### src/rtl/cdb_arbiter_if.sv
// Common data bus interface: functional-unit result requests and the CDB broadcast.
// The master side is the set of functional units (plus CDB consumers);
// the slave side is the arbiter.
interface cdb_arbiter_if #(
    parameter int NUM_REQ = 8,
    parameter int TAG_W   = 3,
    parameter int DATA_W  = 32
);
    logic [NUM_REQ-1:0]         req_valid;
    logic [NUM_REQ*TAG_W-1:0]   req_tag;
    logic [NUM_REQ*DATA_W-1:0]  req_data;
    logic [NUM_REQ-1:0]         req_ready;
    logic                       cdb_valid;
    logic [TAG_W-1:0]           cdb_tag;
    logic [DATA_W-1:0]          cdb_data;
    logic [$clog2(NUM_REQ)-1:0] cdb_src;

    modport master (
        output req_valid, req_tag, req_data,
        input  req_ready, cdb_valid, cdb_tag, cdb_data, cdb_src
    );

    modport slave (
        input  req_valid, req_tag, req_data,
        output req_ready, cdb_valid, cdb_tag, cdb_data, cdb_src
    );
endinterface

### src/rtl/cdb_arbiter.sv
// CDB arbiter: picks at most one pending functional-unit result per cycle and
// broadcasts {tag, data, source} on a registered common data bus.
// Default policy is round-robin. Defining CDB_AGE_PRIO_EN switches to
// oldest-ROB-tag-first, with age measured relative to i_rob_head.
module cdb_arbiter #(
    parameter int NUM_REQ = 8,
    parameter int TAG_W   = 3,
    parameter int DATA_W  = 32
) (
    input  logic             clk,
    input  logic             rst,
    input  logic             i_flush,
    input  logic [TAG_W-1:0] i_rob_head,
    cdb_arbiter_if.slave     bus
);
    localparam int IDX_W = $clog2(NUM_REQ);

    logic             w_anyGrant;
    logic [IDX_W-1:0] w_grantIdx;
    logic             w_doGrant;
    logic             w_headTerm;

    logic             r_cdbValid;
    logic [TAG_W-1:0] r_cdbTag;
    logic [DATA_W-1:0] r_cdbData;
    logic [IDX_W-1:0] r_cdbSrc;

`ifdef CDB_AGE_PRIO_EN
    logic [TAG_W-1:0] w_age;
    logic [TAG_W-1:0] w_bestAge;

    // Oldest-first: smallest (tag - head) wins, strict compare keeps the lowest index on ties
    always_comb begin
        w_anyGrant = 1'b0;
        w_grantIdx = '0;
        w_bestAge  = '0;
        w_age      = '0;
        for (int i = 0; i < NUM_REQ; i++) begin
            w_age = bus.req_tag[i*TAG_W +: TAG_W] - i_rob_head;
            if (bus.req_valid[i] && (!w_anyGrant || (w_age < w_bestAge))) begin
                w_anyGrant = 1'b1;
                w_grantIdx = IDX_W'(i);
                w_bestAge  = w_age;
            end
        end
    end

    assign w_headTerm = 1'b1;
`else
    logic [IDX_W-1:0] r_rrPtr;
    logic [IDX_W:0]   w_sum;
    logic [IDX_W-1:0] w_idx;

    // Round-robin: first valid request searching upward from r_rrPtr, wrapping at NUM_REQ
    always_comb begin
        w_anyGrant = 1'b0;
        w_grantIdx = '0;
        w_sum      = '0;
        w_idx      = '0;
        for (int k = 0; k < NUM_REQ; k++) begin
            w_sum = {1'b0, r_rrPtr} + (IDX_W+1)'(k);
            if (w_sum >= (IDX_W+1)'(NUM_REQ)) begin
                w_sum = w_sum - (IDX_W+1)'(NUM_REQ);
            end
            w_idx = w_sum[IDX_W-1:0];
            if (!w_anyGrant && bus.req_valid[w_idx]) begin
                w_anyGrant = 1'b1;
                w_grantIdx = w_idx;
            end
        end
    end

    // The ROB head plays no part in round-robin; it folds into a constant-true term
    // so the port keeps a reader while tied off.
    assign w_headTerm = |{1'b1, i_rob_head};

    // Pointer advances past the granted index; flush or idle cycles leave it alone
    always_ff @(posedge clk or posedge rst) begin
        if (rst) begin
            r_rrPtr <= '0;
        end else if (w_doGrant) begin
            if (w_grantIdx == IDX_W'(NUM_REQ - 1)) begin
                r_rrPtr <= '0;
            end else begin
                r_rrPtr <= w_grantIdx + 1'b1;
            end
        end
    end
`endif

    // The bus never stalls, so any pending request is granted unless flush or reset blocks it
    assign w_doGrant     = w_anyGrant & ~i_flush & ~rst & w_headTerm;
    assign bus.req_ready = w_doGrant ? (NUM_REQ'(1) << w_grantIdx) : '0;

    // Broadcast register: valid for one cycle per grant; payload holds when idle
    always_ff @(posedge clk or posedge rst) begin
        if (rst) begin
            r_cdbValid <= 1'b0;
            r_cdbTag   <= '0;
            r_cdbData  <= '0;
            r_cdbSrc   <= '0;
        end else begin
            r_cdbValid <= w_doGrant;
            if (w_doGrant) begin
                r_cdbTag  <= bus.req_tag[w_grantIdx*TAG_W +: TAG_W];
                r_cdbData <= bus.req_data[w_grantIdx*DATA_W +: DATA_W];
                r_cdbSrc  <= w_grantIdx;
            end
        end
    end

    assign bus.cdb_valid = r_cdbValid;
    assign bus.cdb_tag   = r_cdbTag;
    assign bus.cdb_data  = r_cdbData;
    assign bus.cdb_src   = r_cdbSrc;
endmodule

### src/flat_wrapper.sv
// flat-port wrapper written by rule: the top's interface ports become plain ports
module cdb_arbiter_flat 
#(
    parameter int NUM_REQ = 8,
    parameter int TAG_W   = 3,
    parameter int DATA_W  = 32
)
  (clk, rst, i_flush, i_rob_head, bus_req_valid, bus_req_tag, bus_req_data, bus_req_ready, bus_cdb_valid, bus_cdb_tag, bus_cdb_data, bus_cdb_src);
  cdb_arbiter_if #(.NUM_REQ(NUM_REQ), .TAG_W(TAG_W), .DATA_W(DATA_W)) bus_i ();
  input  logic clk;
  input  logic rst;
  input  logic i_flush;
  input  logic [TAG_W-1:0] i_rob_head;
  input wire logic [$bits(bus_i.req_valid)-1:0] bus_req_valid;
  input wire logic [$bits(bus_i.req_tag)-1:0] bus_req_tag;
  input wire logic [$bits(bus_i.req_data)-1:0] bus_req_data;
  output wire logic [$bits(bus_i.req_ready)-1:0] bus_req_ready;
  output wire logic [$bits(bus_i.cdb_valid)-1:0] bus_cdb_valid;
  output wire logic [$bits(bus_i.cdb_tag)-1:0] bus_cdb_tag;
  output wire logic [$bits(bus_i.cdb_data)-1:0] bus_cdb_data;
  output wire logic [$bits(bus_i.cdb_src)-1:0] bus_cdb_src;
  assign bus_i.req_valid = bus_req_valid;
  assign bus_i.req_tag = bus_req_tag;
  assign bus_i.req_data = bus_req_data;
  assign bus_req_ready = bus_i.req_ready;
  assign bus_cdb_valid = bus_i.cdb_valid;
  assign bus_cdb_tag = bus_i.cdb_tag;
  assign bus_cdb_data = bus_i.cdb_data;
  assign bus_cdb_src = bus_i.cdb_src;
  cdb_arbiter #(.NUM_REQ(NUM_REQ), .TAG_W(TAG_W), .DATA_W(DATA_W)) u_core (.clk(clk), .rst(rst), .i_flush(i_flush), .i_rob_head(i_rob_head), .bus(bus_i));
endmodule
### config.mk
export PLATFORM = sky130hd
export DESIGN_NAME = cdb_arbiter_flat
export DESIGN_NICKNAME = d
export VERILOG_FILES = /design/src/rtl/cdb_arbiter_if.sv /design/src/rtl/cdb_arbiter.sv /design/src/flat_wrapper.sv
export SDC_FILE = /design/constraint.sdc
export NUM_CORES = 1
export LEC_CHECK = 0
export ABC_AREA = 1
export BUFFER_PORTS_ARGS = -buffer_cell sky130_fd_sc_hd__buf_2
export CAP_MARGIN = 20
export CORE_AREA = 2 2 131 133
export DETAILED_ROUTE_END_ITERATION = 8
export DIE_AREA = 0 0 133 135
export GPL_ROUTABILITY_DRIVEN = 0
export PLACE_DENSITY_LB_ADDON = 0.1
export RECOVER_POWER = 25
export SYNTH_ARGS = -nofsm -noshare
export SYNTH_HDL_FRONTEND = slang
export SYNTH_SLANG_ARGS = --single-unit
### constraint.sdc
create_clock -name clk -period 5.3 [get_ports clk]
set_input_delay 0 -clock clk [delete_from_list [all_inputs] [get_ports clk]]
set_output_delay 0 -clock clk [all_outputs]
set_load 0.01 [all_outputs]
Word level (Yosys, flattened, before mapping)
Cells that the tools add are included.
{ "totals": {"register_bits": 42, "inputBits": 294, "output_inout_bits": 47, "wordCells": 102} }
{ "op_classes": {"addsub": 16, "multipliers": 1, "n_lt_le_gt_ge": 16, "n_eq_ne": 1, "shift": 3, "mux": 42, "bitwise_logic": 4, "n_reduce_logical": 14} }
{ "op_table": {"columns": ["op", "n"], "rows": [
  ["variable part select 256 x 9 -> 32 bit", 1],
  ["2-to-1 mux 3 bit", 17],
  ["< comparator 3 x 4 -> 1 bit, second input constant", 8],
  [">= comparator 4 bit, second input constant", 7],
  ["binary-select mux 1 bit (select 3 bit)", 8],
  ["variable part select 24 x 6 -> 3 bit", 1],
  ["subtractor 3 x 1 -> 3 bit, second input constant", 8],
  ["adder 3 x 3 -> 4 bit, second input constant", 4],
  ["2-to-1 mux 1 bit", 16],
  ["adder 3 x 2 -> 4 bit, second input constant", 2],
  ["2-to-1 mux 8 bit", 1],
  ["left shift 1 x 3 -> 8 bit, first input constant", 1],
  ["logical AND 1 bit", 7],
  ["logical NOT 1 bit", 7],
  ["multiplier 3 x 2 -> 5 bit, second input constant", 1],
  ["adder 3 x 1 -> 4 bit, second input constant", 1],
  [">= comparator 3 x 4 -> 1 bit, second input constant", 1],
  ["adder 3 x 1 -> 3 bit, second input constant", 1],
  ["equality test 3 bit, second input constant", 1],
  ["AND 1 bit", 2],
  ["NOT 1 bit", 2]
]} }

Depth between registers and ports, before layout
Gate-level depths: netlist of the first run.
{ "depth": {"depth_word": 29, "depth_mapped": 23, "ltp_nobuf": 19} }

Worst setup path before layout of the first run
Ideal clock, no wire load.
{ "synth_timing": {"path_kind": "reg-to-reg", "start": "register u_core.r_rrPtr[0]", "end": "register u_core.r_cdbData[1], in the netlist u_core.bus.cdb_data[1]", "setup_ps": 124, "t_arrival_ps": 2623, "t_required_ps": 5176, "path_slack_ps": 2553, "path_stages_with_launch": 20, "path_buffers": 3, "period_less_slack_ps": 2747, "cell_sequence": "dfrtp_1 -> buf_4 -> inv_2 -> buf_6 -> ha_1 -> inv_2 -> nand3_1 -> nand3_1 -> nand2_1 -> nor2_4 -> nand4_2 -> nor3_2 -> nand2_1 -> nand3_2 -> inv_2 -> nand2_2 -> inv_2 -> buf_2 -> nand2_1 -> nand3_1"} }
{ "synth_between": {"elab_chain_len": 28, "word_cells_on_any_way": 80, "cone_classes": "add/sub: 15; order compare: 8; shift: 1; mux: 40; bitwise: 2; reduce/logical: 14"} }
{ "synth_rtl": {"columns": ["item", "line", "text"], "rows": [
  ["start, declared", "cdb_arbiter.sv:50", "logic [IDX_W-1:0] r_rrPtr;"],
  ["start signal, assigned", "cdb_arbiter.sv:85", "r_rrPtr <= w_grantIdx + 1'b1;"],
  ["branches (longest 25 deep; another with adder 3 x 1 -> 4 bit)", null, null],
  ["2-to-1 mux 1 bit (*)", "cdb_arbiter.sv:66", "if (!w_anyGrant && bus.req_valid[w_idx]) begin"],
  ["AND 1 bit (*) (2 in a row)", "cdb_arbiter.sv:92", "assign w_doGrant = w_anyGrant & ~i_flush & ~rst & w_headTerm;"],
  ["net u_core.w_doGrant", "cdb_arbiter.sv:20", "logic w_doGrant;"],
  ["end signal, assigned", "cdb_arbiter.sv:106", "r_cdbData <= bus.req_data[w_grantIdx*DATA_W +: DATA_W];"],
  ["end, declared", "cdb_arbiter.sv:25", "logic [DATA_W-1:0] r_cdbData;"]
]} }
Mark *: on every way through the listed nets, which the timed path passes. The select of a mux whose other input is x is not followed.
A chain may end at the register's enable or synchronous reset.

Final worst setup path of the first run
{ "layout_timing": {"start": "register u_core.r_rrPtr[0]", "end": "output bus_req_ready[1]"} }
{ "layout_between": {"elab_chain_len": 29, "word_cells_on_any_way": 81, "cone_classes": "add/sub: 15; order compare: 8; shift: 1; mux: 41; bitwise: 2; reduce/logical: 14"} }
{ "layout_rtl": {"columns": ["item", "line", "text"], "rows": [
  ["branches (longest 28 deep; another with adder 3 x 1 -> 4 bit)", null, null],
  ["2-to-1 mux 8 bit (*)", "cdb_arbiter.sv:93", "assign bus.req_ready = w_doGrant ? (NUM_REQ'(1) << w_grantIdx) : '0;"],
  ["end, declared", "flat_wrapper.sv:17", "output wire logic [$bits(bus_i.req_ready)-1:0] bus_req_ready;"]
]} }
Mark *: on every way between the ends. The select of a mux whose other input is x is not followed.

==> flow_metrics.env, run 1 <==
export IMPL_status="finished, final reports clean"
export IMPL_cts_resized=0
export IMPL_drt_iter0_markers=350
export IMPL_die_area_um2=17960
export IMPL_grt_pass1_wl_um=36890
export IMPL_fp_coreArea_um2=16410
export IMPL_hold_violations=0
export IMPL_startpoint_type="flop"
export IMPL_fin_crit_sh_pct=78.23
export IMPL_overflow=0
export IMPL_syn_cell_area_um2=5456
export IMPL_synth_nets=1344
export IMPL_wl_um=23130
export IMPL_tritoncts="built"
export IMPL_synth_cells=1048
export IMPL_io_pins=341
export IMPL_arrival_ns=4.15
export IMPL_required_ns=5.30
export IMPL_clkTransAtPathRegs_ns=0.06
export IMPL_clkLatencyLatePin_ns=0.29
export IMPL_setup_violations=0
export IMPL_io_buffers=337
export IMPL_layout_drive_gt1_share_pct=27.25
export IMPL_nets=1627
export IMPL_cap_violations=0
export IMPL_seq_area_frac_synth_pct=19.26
export IMPL_root_buffer="clkbuf_16"
export IMPL_yosys_warnings=0
export IMPL_min_path_type="in2reg"
export IMPL_area_delta_synth_final_pct=32.77
export IMPL_wl_per_cell_um=14.88
export IMPL_remaining_drc_errors=0
export IMPL_worstMarginPinSlew_ns=0.9646
export IMPL_rsz0062_at_grt="no"
export IMPL_final_cell_mix="nand2_1 (639), buf_2 (305), nand3_1 (202)"
export IMPL_fmax_mhz=241.2
export IMPL_grt_max_degree=141
export IMPL_chipWidth_um=133
export IMPL_dr_pass1_iters=5
export IMPL_synthDistinctLibCells=35
export IMPL_num_rows=47
export IMPL_start_util_pct=33.26
export IMPL_final_common_cell="nand2_1"
export IMPL_ys_seq_elements=42
export IMPL_finalCriticalPeriod_ns=4.146
export IMPL_antenna_found_initial=4
export IMPL_dr_total_vias=7594
export IMPL_grtUsageTotal_pct=25.44
export IMPL_slew_headroom_pct=35.54
export IMPL_cts_buffer_depth=2
export IMPL_grt_pass1_vias=7336
export IMPL_path_class="reg2out"
export IMPL_dp_hpwl_um=17130
export IMPL_clock_sinks=42
export IMPL_fin_skew_ns=0.004825
export IMPL_r2r_setup_slack_ns=1.36
export IMPL_cts_hold_buf=1
export IMPL_avgSynthCellArea_um2=5.207
export IMPL_h_tree_depth=2
export IMPL_die_height_um=135
export IMPL_fin_tns_setup_ns=0
export IMPL_worst_setup_path_end_kind="output pin"
export IMPL_drv_slew=0
export IMPL_postCtsSetupRepairBufs=0
export IMPL_vias_per_cell=4.887
export IMPL_worstPathMaxFanout=37
export IMPL_fillers=1934
export IMPL_holdWs_ns=0.09087
export IMPL_cts_buffers=5
export IMPL_detail_route_antenna_nets=0
-- metrics by stage --
| step | setup WS, ns | cells | utilization [%] | cell area [um2] |
|---|---|---|---|---|
| after detailed placement | 1.402 | 1543 | 43.44 | 7127 |
| after global routing | 0.7638 | 1554 | 44.15 | 7244 |
| final | 1.154 | 1554 | 44.15 | 7244 |
| after CTS | 1.131 | 1552 | 44.37 | 7279 |
| after floorplan | 2.553 | 1048 | - | 5456 |
| after global placement | 1.401 | 1543 | 43.44 | 7127 |
-- final cells by class --
type | instances | area (um2) | share of cell area, %
Antenna cell | 2 | 5.005 | 0.06908
Clock buffer | 6 | 128.9 | 1.779
Clock inverter | 2 | 13.76 | 0.1900
Inverter | 22 | 82.58 | 1.140
Multi-Input combinational cell | 911 | 3924 | 54.16
Sequential cell | 42 | 1051 | 14.51
Tap cell | 220 | 275.3 | 3.800
Timing Repair Buffer | 349 | 1764 | 24.35
-- kinds of logic (layout without fill, tap and decap cells) --
family,count (synthesis),count (layout),share of synthesized area (%)
AOI/OAI and AO/OA,17,17,1.903
xor gates and xnor gates,4,4,0.7798
adders and majority gates,2,2,0.4585
buffers and inverters,95,379,9.149
DFF,42,42,19.26
other,0,2,0
and+or+nand+nor,888,888,68.45
-- layer usage --
| layer | part of all wire (%) | routed length (um) | GRT usage (%) |
|---|---|---|---|
| met5 | 0.048 | 11 | 0 |
| met2 | 51 | 11740 | 47.67 |
| met3 | 6.4 | 1478 | 4.505 |
| met4 | 2.8 | 658 | 7.527 |
| met1 | 40 | 9240 | 29.50 |
-- Yosys cell counts --
library cell,number,share of area [%]
nor2_1,16,1.1
buf_2,51,4.7
nor2_4,3,0.62
inv_1,12,0.83
buf_6,6,1.2
nand3_2,7,1.3
nand4_4,1,0.39
nor2_2,2,0.23
nand2_1,639,44
nand4_2,1,0.23
nand3_1,202,19
o21bai_1,1,0.14
a21oi_2,1,0.16
nor3_1,1,0.092
o21ai_0,5,0.46
buf_8,1,0.28
buf_4,6,0.83
nand3b_1,1,0.14
xnor2_1,1,0.16
nand2_4,1,0.21
xnor2_2,1,0.30
o211ai_1,1,0.14
nor3_2,1,0.18
o21bai_2,1,0.21
o21ai_1,4,0.37
dfrtp_1,42,19
xor2_1,2,0.32
o22ai_1,1,0.11
inv_2,10,0.69
nand2_2,10,1.1
a31oi_1,2,0.23
clkbuf_1,9,0.62
ha_1,2,0.46
nand4_1,3,0.34
a21oi_1,1,0.092
-- registers in the layout, summed over array words and instances (netlist names) --
register and count:
u_core.bus.cdb_data 32, u_core.bus.cdb_src 3, u_core.r_rrPtr 3, u_core.bus.cdb_tag 3, u_core.bus.cdb_valid 1
-- critical path, cell delays in order, from the launching register on --
cell      delay [ns]
dfrtp_1         0.58
inv_2           0.24
ha_1            0.46
inv_2           0.18
nand3_1         0.12
nand2_1         0.09
nor2_1          0.04
o21bai_2        0.25
nand3_1         0.17
nor2_1          0.05
a21oi_1         0.17
nand3_1         0.18
nor2_4          0.77
inv_1           0.18
nor2_1          0.20
buf_2           0.16
-- path summary, 6_finish.rpt --
check | from | end | cells after the start
setup / recovery | u_core.r_rrPtr[0]$_DFFE_PP0P_ | bus_req_ready[1] | 15
hold / removal | bus_req_data[224] | u_core.bus.cdb_data[0]$_DFFE_PP0P_ | 7
setup reg to reg | u_core.r_rrPtr[0]$_DFFE_PP0P_ | u_core.bus.cdb_data[10]$_DFFE_PP0P_ | 18
hold reg to reg | u_core.bus.cdb_src[0]$_DFFE_PP0P_ | u_core.bus.cdb_src[0]$_DFFE_PP0P_ | 2
max in group asynchronous | rst | u_core.bus.cdb_data[17]$_DFFE_PP0P_ | 4
min in group asynchronous | rst | u_core.bus.cdb_data[28]$_DFFE_PP0P_ | 4
Power of run 1 is left out: the tool's default activity adds up to more than one toggle a clock period on the data nets, which glitch-free logic cannot reach.
==> inputs of run 2 (changes only) <==
==> constraint.sdc (replaced) <==
create_clock -name clk -period 3.3 [get_ports clk]
set_input_delay 0 -clock clk [delete_from_list [all_inputs] [get_ports clk]]
set_output_delay 0 -clock clk [all_outputs]
set_load 0.01 [all_outputs]
==> run 2 against run 1 <==
  * Count of clock-buffer cells in the layout down 1
  * Worst hold slack better by 0.014 ns
  * Clock skew up 0.0013 ns
  * Critical endpoint unchanged
  * Register-to-register slack lost 1.1 ns
  * Final area increased by 3.9%
  * Non-clock buffer count increased by 15
  * Cell count grew 1.0%
  * Flip-flop and latch count unchanged
  * First-iteration DRC count rose by 11%
  * Global-route usage is 0.47 points lower
  * Sequential share of layout area fell by 0.53 points
==> flow_metrics.env, run 2 (synthesis gave the netlist of run 1 again) <==
export IMPL_setup_violations=0
export IMPL_postCtsSetupRepairBufs=0
export IMPL_cpPeakStageDelay_ns=0.44
export IMPL_nets=1642
export IMPL_cap_violations=0
export IMPL_final_common_cell="nand2_1"
export IMPL_worst_setup_path_end_kind="output pin"
export IMPL_dr_pass1_iters=5
export IMPL_rr_worst_depth=20
export IMPL_hold_violations=0
export IMPL_worstPathMaxFanout=36
export IMPL_largest_register_ffs=32
export IMPL_start_util_pct=33.26
export IMPL_cpMostUsedCell="nand2_1"
export IMPL_final_cell_mix="nand2_1 (639), buf_2 (305), nand3_1 (202)"
export IMPL_fmax_mhz=328.1
export IMPL_tritoncts="built"
export IMPL_holdWs_ns=0.1051
export IMPL_hold_path_end="u_core.bus.cdb_data[0]$_DFFE_PP0P_"
export IMPL_io_buffers=337
export IMPL_hp_start="bus_req_data[160]"
export IMPL_clkLatencyLatePin_ns=0.28
export IMPL_min_path_type="in2reg"
export IMPL_reg2reg_to="u_core.bus.cdb_data[16]$_DFFE_PP0P_"
export IMPL_drv_slew=0
export IMPL_place_area_um2=7320
export IMPL_h_tree_depth=2
export IMPL_r2r_setup_slack_ns=0.26
export IMPL_rsz0062_at_grt="no"
export IMPL_io_pins=341
export IMPL_grtUsageTotal_pct=24.97
export IMPL_cp_buffers_inverters=5
export IMPL_cts_buffer_depth=2
export IMPL_min_path_cells=7
export IMPL_layout_drive_gt1_share_pct=28.36
export IMPL_worst_path_max_delay_cell="dfrtp_2"
export IMPL_drt_iter0_markers=388
export IMPL_die_height_um=135
export IMPL_grt_pass1_vias=7157
export IMPL_vias_per_cell=4.773
export IMPL_fp_coreArea_um2=16410
export IMPL_dr_total_vias=7493
export IMPL_fin_crit_sh_pct=92.36
export IMPL_clkTransAtPathRegs_ns=0.06
export IMPL_required_ns=3.30
export IMPL_grt_max_degree=80
export IMPL_clock_sinks=42
export IMPL_startpoint_type="flop"
export IMPL_cts_buffers=5
export IMPL_fin_skew_ns=0.006116
export IMPL_cp_num_cells=17
export IMPL_setup_slack_ns=0.2521
export IMPL_arrival_ns=3.05
export IMPL_overflow=0
export IMPL_place_ws_ns=0.2585
export IMPL_fin_tns_setup_ns=0
export IMPL_antenna_found_initial=5
export IMPL_die_area_um2=17960
export IMPL_r2r_start="u_core.r_rrPtr[1]$_DFFE_PP0P_"
export IMPL_worstMarginPinSlew_ns=0.6762
export IMPL_slew_headroom_pct=54.92
export IMPL_num_rows=47
export IMPL_cp_cell_sequence="inv_2, ha_2, inv_2, nand3_1, nand2_1, nand2_1, nand2_1, inv_2, nor2_2, nand3_1, nand3_1, nand2_4, nand2_4, buf_16, nand2_1, nor2_2, buf_2"
export IMPL_wl_um=23390
export IMPL_dp_hpwl_um=17830
export IMPL_finalCriticalPeriod_ns=3.048
export IMPL_status="finished, final reports clean"
export IMPL_grt_pass1_wl_um=36210
export IMPL_wl_per_cell_um=14.90
export IMPL_chipWidth_um=133
export IMPL_critical_path_top_delay_family="simple AND/OR/NAND/NOR gates"
export IMPL_detail_route_antenna_nets=0
export IMPL_final_area_um2=7530
export IMPL_remaining_drc_errors=0
export IMPL_path_class="reg2out"
export IMPL_area_delta_synth_final_pct=38.00
export IMPL_root_buffer="clkbuf_16"
-- run 2: what timing repair did --
action | in CTS | in global routing
setup endpoints to repair | 0 | 8
hold buffers | 1 | 0
hold endpoints to repair | 42 | 0
gates resized for setup | 0 | 4
-- run 2: through the flow --
| stage | instances | util, % |
|---|---|---|
| final | 1570 | 45.89 |
| after global routing | 1570 | 45.89 |
| after global placement | 1557 | 44.61 |
| after CTS | 1566 | 45.86 |
| after detailed placement | 1557 | 44.61 |
| after floorplan | 1048 | - |
-- run 2: worst register-to-register path: stages, from the launching register on --
cell	delay, ns
dfrtp_2	0.44
inv_2	0.07
ha_2	0.31
inv_2	0.15
nand3_1	0.16
nand2_1	0.09
nand2_1	0.05
nand2_1	0.14
inv_2	0.07
nor2_2	0.13
nand3_1	0.14
nand3_1	0.16
nand2_4	0.09
nand2_4	0.13
buf_12	0.30
nand2_1	0.18
nand2_1	0.08
nand2_1	0.05
nand2_1	0.08
nand2_1	0.07
nand3_1	0.08
-- run 2: metal layers --
layer	global-route usage [%]	routed length, um	vias to the layer above
li1	-	-	3901
met1	29.40	9393	3286
met2	47.29	12000	267
met3	4.167	1487	35
met4	5.615	480	4
met5	0	27	-
-- run 2: worst max-delay path by stage --
stage                             startpoint                                  end
2_1_floorplan  u_core.r_rrPtr[0]$_DFFE_PP0P_   u_core.bus.cdb_data[1]$_DFFE_PP0P_
3_3_place_gp   u_core.r_rrPtr[1]$_DFFE_PP0P_  u_core.bus.cdb_data[16]$_DFFE_PP0P_
3_5_place_dp   u_core.r_rrPtr[1]$_DFFE_PP0P_   u_core.bus.cdb_data[5]$_DFFE_PP0P_
4_1_cts        u_core.r_rrPtr[1]$_DFFE_PP0P_                     bus_req_ready[1]
5_1_grt        u_core.r_rrPtr[0]$_DFFE_PP0P_                     bus_req_ready[2]
6_report       u_core.r_rrPtr[1]$_DFFE_PP0P_                     bus_req_ready[1]
-- run 2: cell type report --
cell class | instances | area, um2
flip-flops and latches | 42 | 1052
diodes | 3 | 7.507
clock buffers | 5 | 125.1
fillers | 1895 | 8877
repair buffers | 364 | 1989
multi-input cells | 911 | 3929
inverters | 22 | 82.58
well taps | 220 | 275.3
clock inverters | 3 | 68.82
Power of run 2 is left out for the same reason.
